===== src/rtl/net_avg_pkg.sv =====
// Shared types for the RTT averaging front-end.
// FSM state encoding used by the top level.
package net_avg_pkg;

  typedef enum logic [1:0] {
    IDLE,
    WAIT_RDY,
    START,
    WAIT_END
  } avg_st_t;

endpackage


===== src/rtl/net_rtt_avg_if.sv =====
// Divider handshake bundle between the averager and net_div_r.
// master = averager side, slave = divider side.
interface net_rtt_avg_if #(
  parameter int DW = 32
);

  logic          div_start_o;
  logic [DW-1:0] div_a_o;
  logic [DW-1:0] div_b_o;
  logic          div_ready_i;
  logic          div_end_i;
  logic [DW-1:0] div_q_i;
  logic [DW-1:0] div_r_i;

  modport master (
    output div_start_o,
    output div_a_o,
    output div_b_o,
    input  div_ready_i,
    input  div_end_i,
    input  div_q_i,
    input  div_r_i
  );

  modport slave (
    input  div_start_o,
    input  div_a_o,
    input  div_b_o,
    output div_ready_i,
    output div_end_i,
    output div_q_i,
    output div_r_i
  );

endinterface


===== src/rtl/net_avg_acc.sv =====
// Saturating RTT sum/count accumulator.
// Clear wins over everything; snapshot restarts from the same-cycle sample.
module net_avg_acc #(
  parameter int DW = 32,
  parameter int CW = 8
) (
  input  logic          clk_i,
  input  logic          rst_i,
  input  logic          clr_i,
  input  logic          snap_i,
  input  logic          smp_vld_i,
  input  logic [DW-1:0] smp_dt_i,
  output logic [DW-1:0] sum_o,
  output logic [CW-1:0] cnt_o,
  output logic          ovf_o
);

  logic [DW:0] add;

  assign add = {1'b0, sum_o} + {1'b0, smp_dt_i};

  always_ff @(posedge clk_i) begin
    if (rst_i) begin
      sum_o <= '0;
      cnt_o <= '0;
      ovf_o <= 1'b0;
    end else if (clr_i) begin
      sum_o <= '0;
      cnt_o <= '0;
      ovf_o <= 1'b0;
    end else if (snap_i) begin
      sum_o <= smp_vld_i ? smp_dt_i : '0;
      cnt_o <= smp_vld_i ? CW'(1) : '0;
    end else if (smp_vld_i) begin
      // a full counter drops the sample, sum included
      if (&cnt_o) begin
        ovf_o <= 1'b1;
      end else begin
        cnt_o <= cnt_o + CW'(1);
        if (add[DW]) begin
          sum_o <= '1;
          ovf_o <= 1'b1;
        end else begin
          sum_o <= add[DW-1:0];
        end
      end
    end
  end

endmodule


===== src/rtl/net_rtt_avg.sv =====
// RTT averager: snapshots sum/count, drives the divider,
// rounds the quotient and presents the mean.
module net_rtt_avg
  import net_avg_pkg::*;
#(
  parameter int DW     = 32,
  parameter int CW     = 8,
  parameter int ROUND  = 1,
  parameter int TO_CYC = 64
) (
  input  logic          clk_i,
  input  logic          rst_i,
  input  logic          clr_i,
  input  logic          smp_vld_i,
  input  logic [DW-1:0] smp_dt_i,
  input  logic          calc_i,
  net_rtt_avg_if.master div,
  output logic          busy_o,
  output logic          avg_vld_o,
  output logic [DW-1:0] avg_o,
  output logic [DW-1:0] avg_rem_o,
  output logic [CW-1:0] cnt_o,
  output logic          ovf_o,
  output logic          err_o
);

  localparam int WW = $clog2(TO_CYC + 1);

  avg_st_t       st;
  avg_st_t       nxt;
  logic [WW-1:0] wd;
  logic [DW-1:0] sum;
  logic          snap;
  logic          err_n;
  logic          res_ld;
  logic          up;
  logic [DW:0]   r2;
  logic [DW:0]   qs;
  logic [DW-1:0] rnd;

  net_avg_acc #(
    .DW(DW),
    .CW(CW)
  ) u_acc (
    .clk_i    (clk_i),
    .rst_i    (rst_i),
    .clr_i    (clr_i),
    .snap_i   (snap),
    .smp_vld_i(smp_vld_i),
    .smp_dt_i (smp_dt_i),
    .sum_o    (sum),
    .cnt_o    (cnt_o),
    .ovf_o    (ovf_o)
  );

  // 2*r kept one bit wider so a large remainder cannot wrap
  assign r2  = {div.div_r_i, 1'b0};
  assign up  = (ROUND != 0) && (r2 >= {1'b0, div.div_b_o});
  assign qs  = {1'b0, div.div_q_i} + {{DW{1'b0}}, up};
  assign rnd = qs[DW] ? '1 : qs[DW-1:0];

  always_comb begin
    nxt    = st;
    snap   = 1'b0;
    err_n  = 1'b0;
    res_ld = 1'b0;
    unique case (st)
      IDLE: begin
        if (calc_i && !clr_i) begin
          if (cnt_o == '0) begin
            err_n = 1'b1;
          end else begin
            snap = 1'b1;
            nxt  = WAIT_RDY;
          end
        end
      end
      WAIT_RDY: begin
        if (div.div_ready_i) nxt = START;
      end
      START: begin
        nxt = WAIT_END;
      end
      WAIT_END: begin
        if (div.div_end_i) begin
          res_ld = 1'b1;
          nxt    = IDLE;
        end else if (wd == WW'(TO_CYC - 1)) begin
          err_n = 1'b1;
          nxt   = IDLE;
        end
      end
      default: nxt = IDLE;
    endcase
  end

  always_ff @(posedge clk_i) begin
    if (rst_i) begin
      st              <= IDLE;
      wd              <= '0;
      busy_o          <= 1'b0;
      avg_vld_o       <= 1'b0;
      avg_o           <= '0;
      avg_rem_o       <= '0;
      err_o           <= 1'b0;
      div.div_start_o <= 1'b0;
      div.div_a_o     <= '0;
      div.div_b_o     <= '0;
    end else begin
      st              <= nxt;
      busy_o          <= (nxt != IDLE);
      div.div_start_o <= (nxt == START);
      avg_vld_o       <= res_ld;
      err_o           <= err_n;
      if (snap) begin
        div.div_a_o <= sum;
        div.div_b_o <= DW'(cnt_o);
      end
      // wd counts cycles since div_start_o rose, start cycle included
      if (st == START) begin
        wd <= WW'(1);
      end else if (st == WAIT_END) begin
        wd <= wd + WW'(1);
      end
      if (res_ld) begin
        avg_o     <= rnd;
        avg_rem_o <= div.div_r_i;
      end
    end
  end

endmodule

===== src/flat_wrapper.sv =====
// flat-port wrapper written by rule: the top's interface ports become plain ports
module net_rtt_avg_flat import net_avg_pkg::*;
#(
  parameter int DW     = 32,
  parameter int CW     = 8,
  parameter int ROUND  = 1,
  parameter int TO_CYC = 64
)
  (clk_i, rst_i, clr_i, smp_vld_i, smp_dt_i, calc_i, busy_o, avg_vld_o, avg_o, avg_rem_o, cnt_o, ovf_o, err_o, div_div_start_o, div_div_a_o, div_div_b_o, div_div_ready_i, div_div_end_i, div_div_q_i, div_div_r_i);
  net_rtt_avg_if #(.DW(DW)) div_i ();
  input  logic clk_i;
  input  logic rst_i;
  input  logic clr_i;
  input  logic smp_vld_i;
  input  logic [DW-1:0] smp_dt_i;
  input  logic calc_i;
  output logic busy_o;
  output logic avg_vld_o;
  output logic [DW-1:0] avg_o;
  output logic [DW-1:0] avg_rem_o;
  output logic [CW-1:0] cnt_o;
  output logic ovf_o;
  output logic err_o;
  output wire logic [$bits(div_i.div_start_o)-1:0] div_div_start_o;
  output wire logic [$bits(div_i.div_a_o)-1:0] div_div_a_o;
  output wire logic [$bits(div_i.div_b_o)-1:0] div_div_b_o;
  input wire logic [$bits(div_i.div_ready_i)-1:0] div_div_ready_i;
  input wire logic [$bits(div_i.div_end_i)-1:0] div_div_end_i;
  input wire logic [$bits(div_i.div_q_i)-1:0] div_div_q_i;
  input wire logic [$bits(div_i.div_r_i)-1:0] div_div_r_i;
  assign div_div_start_o = div_i.div_start_o;
  assign div_div_a_o = div_i.div_a_o;
  assign div_div_b_o = div_i.div_b_o;
  assign div_i.div_ready_i = div_div_ready_i;
  assign div_i.div_end_i = div_div_end_i;
  assign div_i.div_q_i = div_div_q_i;
  assign div_i.div_r_i = div_div_r_i;
  net_rtt_avg #(.DW(DW), .CW(CW), .ROUND(ROUND), .TO_CYC(TO_CYC)) u_core (.clk_i(clk_i), .rst_i(rst_i), .clr_i(clr_i), .smp_vld_i(smp_vld_i), .smp_dt_i(smp_dt_i), .calc_i(calc_i), .div(div_i), .busy_o(busy_o), .avg_vld_o(avg_vld_o), .avg_o(avg_o), .avg_rem_o(avg_rem_o), .cnt_o(cnt_o), .ovf_o(ovf_o), .err_o(err_o));
endmodule

===== config.mk =====
export PLATFORM = sky130hd
export DESIGN_NAME = net_rtt_avg_flat
export DESIGN_NICKNAME = d
export VERILOG_FILES = /design/src/rtl/net_avg_pkg.sv /design/src/rtl/net_rtt_avg_if.sv /design/src/rtl/net_avg_acc.sv /design/src/rtl/net_rtt_avg.sv /design/src/flat_wrapper.sv
export SDC_FILE = /design/constraint.sdc
export NUM_CORES = 1
export LEC_CHECK = 0
export CAP_MARGIN = 40
export CORE_ASPECT_RATIO = 1.1
export CORE_UTILIZATION = 35
export DETAILED_ROUTE_END_ITERATION = 10
export GPL_TIMING_DRIVEN = 0
export SYNTH_ARGS = -nofsm -noshare
export SYNTH_HDL_FRONTEND = slang
export SYNTH_HIERARCHICAL = 1
export SYNTH_SLANG_ARGS = --single-unit

===== constraint.sdc =====
create_clock -name clk_i -period 3 [get_ports clk_i]
set_clock_uncertainty 0.05 [all_clocks]
set_input_delay 0.6 -clock clk_i [delete_from_list [all_inputs] [get_ports clk_i]]
set_output_delay 0.6 -clock clk_i [all_outputs]
set_load 0.01 [all_outputs]

# After elaboration in Yosys (flattened, before gate mapping)
# Cells that the tools add are included.
# totals
register_bits	158
out_inout_bits	141
# classes
add_sub_neg	4
magnitude_cmp	1
n_eq_ne	6
mux	30
n_bitwise	1
reduce_logical	13
# ops
cell	count
32-bit two-way mux	6
32-bit by 1-bit adder with 33-bit output	1
32-bit by 32-bit adder with 33-bit output	1
33-bit by 8-bit >= comparator with 1-bit output	1
8-bit two-way mux	3
1-bit two-way mux	14
2-bit two-way mux	5
8-bit by 1-bit adder with 8-bit output, second input constant	1
8-bit logical NOT	1
2-bit one-hot mux with 4 select lines	1
8-bit AND reduction	1
2-bit nonzero test	4
7-bit by 1-bit adder with 7-bit output, second input constant	1
7-bit by 6-bit == test with 1-bit output, second input constant	1
2-bit == test, second input constant	3
2-bit OR reduction	2
3-bit AND reduction	1
2-bit by 1-bit == test with 1-bit output, second input constant	1
2-bit logical NOT	1
2-bit by 1-bit != test with 1-bit output, second input constant	1
1-bit one-hot mux with 2 select lines	1
2-bit AND reduction	1
1-bit logical AND	1
1-bit logical NOT	1
1-bit inverter	1

# Logic depth before layout (Yosys ltp)
# depth
ltp_word	6
ltp_mapped	15
ltp_nobuf	14

# By module
# Netlist, hierarchy kept.
# by_module_without_submodules
mod	instances	cells_per_inst	area_each_um2	seq_area_each_um2
net_rtt_avg	1	644	5365.1	2342.2
net_avg_acc	1	450	3627.2	820.8

# Least setup slack after synthesis
# OpenSTA, ideal clock, no wires.
# synth_timing
path_type	in2reg
start	input port smp_dt_i[0]
end	register u_core.u_acc.sum_o[11]
setup_ps	154
arrival_time_ps	2950
required_ps	2796
slack_ps	-153
stages	11
path_buffers	1
path_cell_list	ha_1 fa_1 a211oi_1 o211ai_2 nand4_1 a2111oi_2 o31ai_2 o21ai_4 nor3_4 buf_8 a2111oi_4
# synth_via
elab_chain_cells	5
# synth_lines
element	line	text
start: declaration	flat_wrapper.sv:15	input logic [DW-1:0] smp_dt_i;
32-bit by 32-bit adder with 33-bit output	net_avg_acc.sv:20	assign add = {1'b0, sum_o} + {1'b0, smp_dt_i};
32-bit two-way mux	net_avg_acc.sv:40	if (add[DW]) begin
32-bit two-way mux	net_avg_acc.sv:36	if (&cnt_o) begin
32-bit two-way mux	net_avg_acc.sv:34	end else if (smp_vld_i) begin
32-bit two-way mux	net_avg_acc.sv:31	end else if (snap_i) begin
end signal: assignment	net_avg_acc.sv:32	sum_o <= smp_vld_i ? smp_dt_i : '0;
end signal: assignment	net_avg_acc.sv:44	sum_o <= add[DW-1:0];
end: declaration	net_avg_acc.sv:13	output logic [DW-1:0] sum_o,
# Every way passes these cells. The select of a mux whose other input is x is not followed.
# A chain may end at the register's enable or synchronous reset.

# Worst setup path in the final report
# layout_timing
start	input port div_div_r_i[1]
end	register u_core.avg_o[2]
# layout_via
elab_chain_cells	3
# layout_lines
element	line	text
start: declaration	flat_wrapper.sv:30	input wire logic [$bits(div_i.div_r_i)-1:0] div_div_r_i;
33-bit by 8-bit >= comparator with 1-bit output	net_rtt_avg.sv:58	assign up = (ROUND != 0) && (r2 >= {1'b0, div.div_b_o});
32-bit by 1-bit adder with 33-bit output	net_rtt_avg.sv:59	assign qs = {1'b0, div.div_q_i} + {{DW{1'b0}}, up};
32-bit two-way mux	net_rtt_avg.sv:60	assign rnd = qs[DW] ? '1 : qs[DW-1:0];
end signal: assignment	net_rtt_avg.sv:126	avg_o <= rnd;
end: declaration	net_rtt_avg.sv:20	output logic [DW-1:0] avg_o,
# Every way passes these cells.

==> flow_metrics.env <==
export IMPL_critPathArrivalTime_ns=3.34
export IMPL_clock_sinks=158
export IMPL_critPathKind="input port to register"
export IMPL_firstDrtPassIters=5
export IMPL_routedWlPerCell_um=17.2
export IMPL_start_util_pct=35.6
export IMPL_htreeDepth=4
export IMPL_layout_drive_gt1_share_pct=17.4
export IMPL_ir_drop_uv=348
export IMPL_gr_usage_met1_pct=27.5
export IMPL_drc=0
export IMPL_internal_power_mw=4.08
export IMPL_grt_max_degree=17
export IMPL_netlist_area_um2=8990
export IMPL_cp_required_ns=3.29
export IMPL_cts_buffer_depth=2
export IMPL_synthCells=1094
export IMPL_r2r_cells=16
export IMPL_combinationalPowerShare_pct=17.2
export IMPL_ant_nets=0
export IMPL_fin_util_pct=52.5
export IMPL_gr_max_usage_layer="met2"
export IMPL_cts_made_buffers=17
export IMPL_powerDensity_nw_per_um2=420
export IMPL_rsz0062_at_grt="yes"
export IMPL_cp_max_fo=5
export IMPL_hp_start="div_div_r_i[0]"
export IMPL_overflow=0
export IMPL_area_growth_pct=47.4
export IMPL_end_kind="register"
export IMPL_p_switching_mw=1.49
export IMPL_ctsRootBufferMaster="clkbuf_16"
export IMPL_die_h_um=170
export IMPL_ff2ff_setup_slack_ns=-0.03
export IMPL_rows=61
export IMPL_placeableCoreArea_um2=25300
export IMPL_grt_pass1_vias=8604
export IMPL_drt_initial_drc_count=473
export IMPL_instances_no_fill=1753
export IMPL_synth_top_area_share_pct=35.2
export IMPL_sequentialPowerShare_pct=38.8
export IMPL_async_reset_ff_share_pct=0
export IMPL_avgSynthCellArea_um2=8.22
export IMPL_dpl_hpwl_mm=22.2
export IMPL_track_usage_pct=22.3
export IMPL_slowest_stage="ha_1"
export IMPL_cts_hold_buf=0
export IMPL_gr_usage_met2_pct=38.4
export IMPL_n_fill_cell=2451
export IMPL_insertion_delay_ns=0.43
export IMPL_setup_ws_ns=-0.0478
export IMPL_seq_area_frac_synth_pct=35.2
export IMPL_whs_ns=0.402
export IMPL_gp_congestion=0.903
export IMPL_slew_viol_final=0
export IMPL_synthTopCellsByCount="nand2_1, dfxtp_1, a21oi_1"
export IMPL_violations="negative setup slack"
export IMPL_fin_crit_sh_pct=102
export IMPL_worst_pin_slew_ns=0.904
export IMPL_die_w_um=155
export IMPL_setup_viol=16
export IMPL_synth_area_leaders="dfxtp_1, nand2_1, a21oi_1, ha_1, xor2_1"
export IMPL_total_power_mw=5.57
export IMPL_ys_dominant_reg_cell="dfxtp_1"
export IMPL_portBuffers=218
export IMPL_worstHoldPathType="input port to register"
export IMPL_path_clk_slew_ns=0.06
export IMPL_critPathMaxStageDelay_ns=0.34
export IMPL_synth_edf_count=0
export IMPL_io_pins=244
export IMPL_clock_fmax_ghz=0.328
export IMPL_critPathBufInv=3
export IMPL_yosysUniqueCellTypes=76
export IMPL_vias=9133
export IMPL_die_area_um2=26300
export IMPL_worst_r2r_startpoint="u_core/div.div_b_o[1]"
export IMPL_dp_cells=1682
export IMPL_synth_warnings=6
export IMPL_crit_family="simple AND/OR/NAND/NOR gates"
export IMPL_routed_wirelength_mm=30.1
export IMPL_max_slew_margin_pct=39.7
export IMPL_timing_rr_end="u_core/avg_o[2]"
export IMPL_yosysMostFrequentCell="nand2_1"
export IMPL_p_leak_nw=4.74
export IMPL_swShare_pct=26.7
export IMPL_setup_worst_path_start_class="input port"
export IMPL_via_per_inst=5.21
export IMPL_fin_nets=1545
export IMPL_holdPathStages=3
export IMPL_synth_area_leader_cell="dfxtp_1"
export IMPL_holdPathEnd="u_core/avg_rem_o[0]"
export IMPL_antenna_found_initial=4
export IMPL_cts_tree="done"
export IMPL_post_route_min_period_ns=3.05
export IMPL_drv_cap=0
export IMPL_met3_usage_pct=4.51
export IMPL_hold_viol=0
export IMPL_synth_seq_cells=158
export IMPL_path_cells="dlygate4sd2_1 > ha_1 > o21ai_2 > nand2b_1 > a211oi_2 > o21ai_2 > ha_2 > ha_4 > nand4_1 > nor3_4 > and2_4 > a31oi_4 > buf_6 > buf_8 > a211oi_2"
export IMPL_clockPowerShare_pct=44.0
export IMPL_grt_pass1_wl_mm=46.0
export IMPL_status="finished with violations"
export IMPL_place_ws_ns=-1.19
## final cells by class
| class | count | area, um2 | share of cell area, % |
|---|---|---|---|
| Multi-Input combinational cell | 855 | 5930 | 44.7 |
| Clock buffer | 19 | 443 | 3.34 |
| Buffer | 77 | 442 | 3.33 |
| Inverter | 23 | 90.1 | 0.680 |
| Clock inverter | 12 | 209 | 1.58 |
| Tap cell | 346 | 433 | 3.27 |
| Sequential cell | 158 | 3170 | 23.9 |
| Antenna cell | 2 | 5.00 | 0.0378 |
| Timing Repair Buffer | 261 | 2530 | 19.1 |
## cells by family (layout without fill, tap and decap cells)
family | after synthesis | in the layout | share of synthesized area (%)
and+or+nand+nor | 426 | 426 | 22.2
AOI/OAI and AO/OA | 290 | 290 | 23.5
DFF | 158 | 158 | 35.2
buffers and inverters | 104 | 392 | 5.80
xor gates and xnor gates | 65 | 65 | 6.33
adders and majority gates | 49 | 49 | 6.90
other | 1 | 26 | 0.0417
muxes | 1 | 1 | 0.111
## cells in the final DEF, fill, tap and decap left out, types with 10 or more instances in the layout
cell type and n:
nand2_1 211, clkdlybuf4s50_1 176, dfxtp_1 151, a21oi_1 120, nor2_1 70, buf_4 54, xor2_1 41, clkbuf_1 39
a211oi_2 34, nand3_1 27, o21ai_0 27, ha_1 25, dlygate4sd2_1 24, nand4_1 24, xnor2_1 24, conb_1 24
nor3_1 23, ha_4 22, clkbuf_16 18, a31oi_1 18, inv_1 17, a2111oi_4 11, buf_6 10, a21o_1 10
o31ai_1 10
## timing repair
item / CTS / global route
cloned: 2 / 2
pin swaps: 42 / 43
endpoints found under the hold margin: 0 / 0
resized for setup: 118 / 62
endpoints found under the setup margin: 73 / 70
buffers inserted: 24 / 20
## worst register-to-register path, cell delays in order (launching register included)
cell      delay [ns]
dfxtp_2         0.33
inv_2           0.04
ha_4            0.25
nor2b_4         0.15
o21ai_2         0.06
nand2b_1        0.09
a211oi_2        0.08
o21ai_2         0.21
ha_2            0.25
ha_4            0.13
nand4_1         0.20
nor3_4          0.29
and2_4          0.21
a31oi_4         0.14
buf_6           0.17
buf_8           0.13
a211oi_2        0.19
## flip-flops by register name (all words and copies together), names as in the netlist
name	flops
u_core/avg_o	32
u_core/div.div_start_o	1
u_core/wd	7
u_core/div.div_a_o	32
u_core/avg_rem_o	32
u_core/err_o	1
u_core/u_acc/ovf_o	1
u_core/u_acc/cnt_o	8
u_core/avg_vld_o	1
u_core/st	2
u_core/div.div_b_o	8
u_core/busy_o	1
u_core/u_acc/sum_o	32
## power by group through the flow
stage,logic [mW],registers (mW),clock network (mW)
after floorplan,0.510,2.20,0
after global placement,0.812,2.20,0
after detailed placement,0.818,2.20,0
after CTS,0.875,2.16,2.51
after global routing,1.03,2.16,2.59
final,0.959,2.16,2.45
## per-layer routing
layer	wire (um)	share of wire, %
met1	13100	43
met2	14300	48
met3	1970	6.5
met4	695	2.3
met5	25	0.083
## worst max path at each step
stage                     startpoint                      to  slack [ns]  cells past startpoint
2_1_floorplan            smp_dt_i[0]  u_core/u_acc/sum_o[11]       -0.02                     11
3_3_place_gp                   clr_i  u_core/u_acc/sum_o[24]       -1.14                     13
3_5_place_dp          div_div_r_i[0]         u_core/avg_o[1]       -1.19                     15
4_1_cts                 smp_dt_i[17]  u_core/u_acc/sum_o[14]       0.001                     13
5_1_grt        u_core/div.div_b_o[1]        u_core/avg_o[18]       -0.19                     16
6_report              div_div_r_i[1]         u_core/avg_o[2]       -0.05                     15
## stage by stage
| step | setup TNS [ns] | instance area, um2 |
|---|---|---|
| after floorplan | -0.125 | 9110 |
| after global placement | -70.92 | 11700 |
| after detailed placement | -73.74 | 11700 |
| after CTS | 0 | 13000 |
| after global routing | -3.60 | 13300 |
| final | -0.381 | 13300 |
No activity file was read; power rests on OpenSTA's default activity.
